--- config.mk ---
export PLATFORM = sky130hd
export DESIGN_NAME = dff_share_arbiter
export DESIGN_NICKNAME = d
export VERILOG_FILES = /design/src/rtl/dff_pkg.sv /design/src/rtl/rr_pick.sv /design/src/rtl/dff_share_arbiter.sv
export SDC_FILE = /design/constraint.sdc
export NUM_CORES = 1
export LEC_CHECK = 0
export BUFFER_PORTS_ARGS = -buffer_cell sky130_fd_sc_hd__buf_2
export CORE_ASPECT_RATIO = 2
export CORE_MARGIN = 2
export CORE_UTILIZATION = 50
export DETAILED_ROUTE_END_ITERATION = 10
export HOLD_SLACK_MARGIN = 0.08
export PLACE_DENSITY = 0.8
export SETUP_SLACK_MARGIN = 0.4
export SLEW_MARGIN = 10
export SYNTH_ARGS = -nofsm -noshare
export SYNTH_HDL_FRONTEND = slang
export SYNTH_SLANG_ARGS = --single-unit
--- constraint.sdc ---
create_clock -name clk -period 2.3 [get_ports clk]
set_clock_uncertainty 0.15 [all_clocks]
set_input_delay 0.115 -clock clk [delete_from_list [all_inputs] [get_ports clk]]
set_output_delay 0.115 -clock clk [all_outputs]
set_load 0.02 [all_outputs]
--- src/rtl/dff_pkg.sv ---
// Shared definitions for the shared-register arbiter: FSM states, default
// parameters and a one-hot helper used when building grant vectors.
package dff_pkg;

  typedef enum logic {
    IDLE = 1'b0,
    HOLD = 1'b1
  } state_e;

  localparam int DEF_NREQ     = 4;
  localparam int DEF_WIDTH    = 8;
  localparam int DEF_HOLD_MAX = 4;
  localparam int MAX_REQ      = 32;

  // Callers keep only the low NREQ bits of the result.
  function automatic logic [MAX_REQ-1:0] onehot(input int unsigned idx);
    return MAX_REQ'(1) << idx;
  endfunction

endpackage

--- src/rtl/rr_pick.sv ---
// Combinational cyclic selector: first asserted request at or after ptr,
// wrapping from NREQ-1 back to 0.
module rr_pick #(
  parameter int NREQ = 4,
  parameter int IDW  = (NREQ > 1) ? $clog2(NREQ) : 1
) (
  input  logic [NREQ-1:0] req_i,
  input  logic [IDW-1:0]  ptr_i,
  output logic            any_o,
  output logic [IDW-1:0]  idx_o
);

  logic [IDW:0]   sum;
  logic [IDW-1:0] cand;

  // Scanning from the farthest offset down lets the nearest hit overwrite.
  always_comb begin
    any_o = 1'b0;
    idx_o = '0;
    sum   = '0;
    cand  = '0;
    for (int k = NREQ - 1; k >= 0; k--) begin
      sum = {1'b0, ptr_i} + (IDW+1)'(k);
      if (sum >= (IDW+1)'(NREQ)) sum = sum - (IDW+1)'(NREQ);
      cand = sum[IDW-1:0];
      if (req_i[cand]) begin
        any_o = 1'b1;
        idx_o = cand;
      end
    end
  end

endmodule

--- src/rtl/dff_share_arbiter.sv ---
// Round-robin owner of one shared WIDTH-bit register; a winner may lock the
// register for a burst of up to HOLD_MAX consecutive writes.
module dff_share_arbiter
  import dff_pkg::*;
#(
  parameter int NREQ     = DEF_NREQ,
  parameter int WIDTH    = DEF_WIDTH,
  parameter int HOLD_MAX = DEF_HOLD_MAX,
  parameter int IDW      = (NREQ > 1) ? $clog2(NREQ) : 1
) (
  input  logic                  clk,
  input  logic                  rst,
  input  logic [NREQ-1:0]       req,
  input  logic [NREQ-1:0]       lock,
  input  logic [NREQ*WIDTH-1:0] data,
  output logic [NREQ-1:0]       gnt,
  output logic [WIDTH-1:0]      q,
  output logic [IDW-1:0]        q_owner,
  output logic                  q_valid,
  output logic                  busy
);

  localparam int CNTW = $clog2(HOLD_MAX + 1);

  state_e           state_q, state_d;
  logic [IDW-1:0]   ptr_q, ptr_d;
  logic [IDW-1:0]   owner_q, owner_d;
  logic [CNTW-1:0]  cnt_q, cnt_d;
  logic [WIDTH-1:0] data_q, data_d;
  logic             valid_q, valid_d;
  logic [NREQ-1:0]  gnt_q, gnt_d;

  logic             pickAny;
  logic [IDW-1:0]   pickIdx;
  logic [WIDTH-1:0] dataArr [NREQ];
  logic [MAX_REQ-1:0] ohWide;
  logic [CNTW-1:0]  cntInc;

  for (genvar i = 0; i < NREQ; i++) begin : g_unpack
    assign dataArr[i] = data[i*WIDTH +: WIDTH];
  end

  rr_pick #(.NREQ(NREQ), .IDW(IDW)) u_pick (
    .req_i (req),
    .ptr_i (ptr_q),
    .any_o (pickAny),
    .idx_o (pickIdx)
  );

  assign cntInc = cnt_q + CNTW'(1);

  // In HOLD only the owner matters; ptr already points past it, so fairness
  // is restored as soon as the burst ends.
  always_comb begin
    state_d = state_q;
    ptr_d   = ptr_q;
    owner_d = owner_q;
    cnt_d   = cnt_q;
    data_d  = data_q;
    valid_d = valid_q;
    gnt_d   = '0;
    ohWide  = '0;
    case (state_q)
      IDLE: begin
        if (pickAny) begin
          ohWide  = onehot(32'(pickIdx));
          gnt_d   = ohWide[NREQ-1:0];
          data_d  = dataArr[pickIdx];
          owner_d = pickIdx;
          valid_d = 1'b1;
          ptr_d   = (pickIdx == IDW'(NREQ - 1)) ? '0 : pickIdx + IDW'(1);
          cnt_d   = CNTW'(1);
          state_d = (lock[pickIdx] && (HOLD_MAX > 1)) ? HOLD : IDLE;
        end
      end
      HOLD: begin
        if (req[owner_q]) begin
          ohWide  = onehot(32'(owner_q));
          gnt_d   = ohWide[NREQ-1:0];
          data_d  = dataArr[owner_q];
          cnt_d   = cntInc;
          state_d = (lock[owner_q] && (cntInc < CNTW'(HOLD_MAX))) ? HOLD : IDLE;
        end else begin
          state_d = IDLE;
        end
      end
      default: state_d = IDLE;
    endcase
  end

  always_ff @(posedge clk or posedge rst) begin
    if (rst) begin
      state_q <= IDLE;
      ptr_q   <= '0;
      owner_q <= '0;
      cnt_q   <= '0;
      data_q  <= '0;
      valid_q <= 1'b0;
      gnt_q   <= '0;
    end else begin
      state_q <= state_d;
      ptr_q   <= ptr_d;
      owner_q <= owner_d;
      cnt_q   <= cnt_d;
      data_q  <= data_d;
      valid_q <= valid_d;
      gnt_q   <= gnt_d;
    end
  end

  assign gnt     = gnt_q;
  assign q       = data_q;
  assign q_owner = owner_q;
  assign q_valid = valid_q;
  assign busy    = (state_q == HOLD);

endmodule

==> impl_metrics.tcl <==
set metrics [dict create \
    min_to "q[2]" \
    finalHoldViolCount 0 \
    post-route-period-util_pct 84.0 \
    required_ns 2.30 \
    power.share.combinational_pct 65.6 \
    dp_hpwl_um 3460 \
    drt_first_pass_iters 4 \
    grt.overflow.total 0 \
    yosysTopAreaCellShare_pct 31.4 \
    numCtsBuffers 3 \
    rows 29 \
    synth_top_area_cell "dfrtp_1" \
    multiInputGateArea_um2 1090 \
    start_util_pct 52.4 \
    p_int_w 0.00145 \
    synth_seq_cells 21 \
    io_buffer_count 57 \
    wl_per_cell_um 17.6 \
    fin_cells 263 \
    yosys_warnings 0 \
    dpl_worst_slack_ns 0.269 \
    ios 58 \
    nNetsFinal 280 \
    die_x_um 44.9 \
    via_per_inst 6.34 \
    antenna_left 0 \
    setup_violations 0 \
    crit_path_cell_trace "buf_4 -> o21a_1 -> or3_4 -> or3_1 -> a41o_1" \
    p_leak_nw 0.976 \
    syn_nets 213 \
    fp.dieH_um 85.8 \
    drcViolationCount 0 \
    max_stage_delay_ns 0.44 \
    maxCapViolCount 0 \
    drt-total-wl_um 4630 \
    register_area_um2 528 \
    cts.clk_slew.worst_paths_ns 0.08 \
    synthArstFlopShare_pct 100 \
    setup_ws_ns 0.368 \
    crit_family "simple AND/OR/NAND/NOR gates" \
    die_area_um2 3850 \
    hold_path_class "in -> reg" \
    cts_buffer_depth 2 \
    syn_to_final_growth_pct 27.3 \
    clkPwrFrac_pct 9.2 \
    setup_tns_ns 0 \
    critical_path_buf_inv_count 1 \
    fp.coreArea_um2 3190 \
    fin_crit_ns 1.93 \
    whs_path_depth 3 \
    nFillCells 300 \
    max_slew_margin_pct 44.6 \
    synth_area_um2 1670 \
    synth_cells 166 \
    power.share.sequential_pct 25.2 \
    synthFlopType "dfrtp_1" \
    clk_latency_ns 0.26 \
    status "completed" \
    diodes 0 \
    drive_gt1_share_pct 44.4 \
    r2r_setup_slack_ns 0.37 \
    swShare_pct 45.9 \
    crit_fanout 6 \
    fmaxAchievable_ghz 0.518 \
    startpoint_type "register" \
    yosysUniqueCellTypes 42 \
    rr_worst_depth 5 \
    worstSetupPathType "reg -> reg" \
    rr_startpoint "ptr_q[1]" \
    cts.htree.levels 1 \
    synth_area_leaders "dfrtp_1 31%, mux4_2 11%, a211o_1 5.8%, a41oi_2 4.9%, o21ai_0 3.9%" \
    tritoncts "built" \
    yosysSeqAreaShare_pct 31.4 \
    finalMaxSlewViolations 0 \
    grt_pass1_wl_um 7410 \
    worstMarginPinSlew_ns 0.830 \
    gp_congestion 0.889 \
    grt_pass1_vias 1665 \
    grt_use_total_pct 25.8 \
    vias 1667 \
    slowest_stage "dfrtp_2" \
    worstPathArrival_ns 1.94 \
    powerDensity_nw_per_um2 1260 \
    synth_edf_count 0 \
    grt_start_max_net_pins 22 \
    synth_area_per_cell_um2 10.1 \
    min_from "data[2]" \
    antenna_found_initial 0 \
    r2r-end "busy" \
    p_sw_w 0.00123 \
    crit_path_end_kind "register" \
    root_buffer "clkbuf_8" \
    holdWs_ns 0.0829 \
    drt_iter0_drc 54 \
    rsz0062_at_grt "true" \
    clkSinkCount 21 \
    dpl.cell_count 252 \
    irDropWorstVdd_uv 755 \
]
cells in the mapped netlist, types with 2 or more instances:
cell type and n:
a211o_1 11, a211oi_1 6, a21o_1 3, a21oi_1 4
a22oi_1 3, a32o_1 2, a41oi_2 5, and3_1 6
buf_2 5, clkbuf_1 3, dfrtp_1 21, ha_1 5
inv_1 3, mux4_2 8, nand2_1 15, nand2b_1 2
nand3_1 10, nor2_1 12, nor2b_1 2, o21ai_0 13
o31ai_1 5, or3_1 2
worst min-delay path, stage by stage:
cell and delay, ns:
buf_2 0.10, a211oi_1 0.07, o31ai_1 0.18
through the flow:
stage | area (um2) | util [%] | power [W]
global route | 2130 | 66.7 | 0.00288
CTS | 2110 | 66.1 | 0.00265
floorplan | 1680 | - | 0.00192
global placement | 2000 | 62.6 | 0.00232
detailed placement | 2000 | 62.6 | 0.00235
finish | 2130 | 66.7 | 0.00268
routing by layer:
| layer | track usage [%] | routed length [um] | up-vias |
|---|---|---|---|
| met5 | 0 | 0 | - |
| met4 | 13.9 | 129 | 0 |
| li1 | - | - | 777 |
| met3 | 2.53 | 235 | 13 |
| met2 | 47.8 | 2670 | 75 |
| met1 | 26.4 | 1600 | 802 |
registers in the layout, indices dropped and copies added (netlist names):
register and count:
q_owner 2, q_valid 1, q 8, ptr_q 2
gnt 4, busy 1, cnt_q 3
what timing repair did:
action / CTS / global route
gates resized for setup: 5 / 1
setup buffers: 2 / 2
pin swaps: 4 / 0
setup endpoints to repair: 10 / 9
hold buffers: 3 / 0
hold endpoints to repair: 23 / 0
final cells by class:
type                            instances  share of cell area (%)
Clock buffer                            4                    2.12
Sequential cell                        21                    24.8
Tap cell                               31                    1.82
Inverter                                5                    1.12
Multi-Input combinational cell        130                    51.1
Timing Repair Buffer                   72                    19.0
placed cells by master, fill, tap and decap left out, types with 3 or more instances in the layout:
cell type and instances:
dfrtp_1 19, a21oi_1 3, a211oi_1 6, o31ai_1 5, nand2_1 14, buf_2 57
nor2_1 12, mux4_2 9, a211o_1 11, dlygate4sd3_1 3, inv_1 3, clkbuf_8 3
o21ai_0 13, a41oi_2 5, a22oi_1 3, and3_1 6, buf_4 12, nand3_1 10
ha_1 5
power by group through the flow:
stage | Combinational (W) | Clock [W] | Sequential [W]
after global routing | 0.00192 | 0.000263 | 0.000702
final | 0.00176 | 0.000247 | 0.000677
after CTS | 0.00172 | 0.000249 | 0.000683
after floorplan | 0.00111 | 0 | 0.000808
after global placement | 0.00164 | 0 | 0.000682
after detailed placement | 0.00167 | 0 | 0.000682
cells by family after synthesis:
group                      Yosys count  synth area share (%)
xor gates and xnor gates             1                 0.524
DFF                                 21                  31.4
adders and majority gates            5                  3.74
muxes                               10                  13.8
and+or+nand+nor                     57                  18.0
AOI/OAI and AO/OA                   57                  27.4
buffers and inverters               15                  5.09
worst max-delay path by stage:
stage,end,startpoint,slack [ns],cells past startpoint
after floorplan,busy,q_owner[0],0.42,5
after global placement,busy,ptr_q[0],0.32,6
after detailed placement,busy,ptr_q[0],0.27,6
after CTS,busy,ptr_q[0],0.39,5
after global routing,busy,ptr_q[0],0.33,6
final,busy,ptr_q[1],0.37,5
Note: power is estimated with default switching activity, not from simulation.
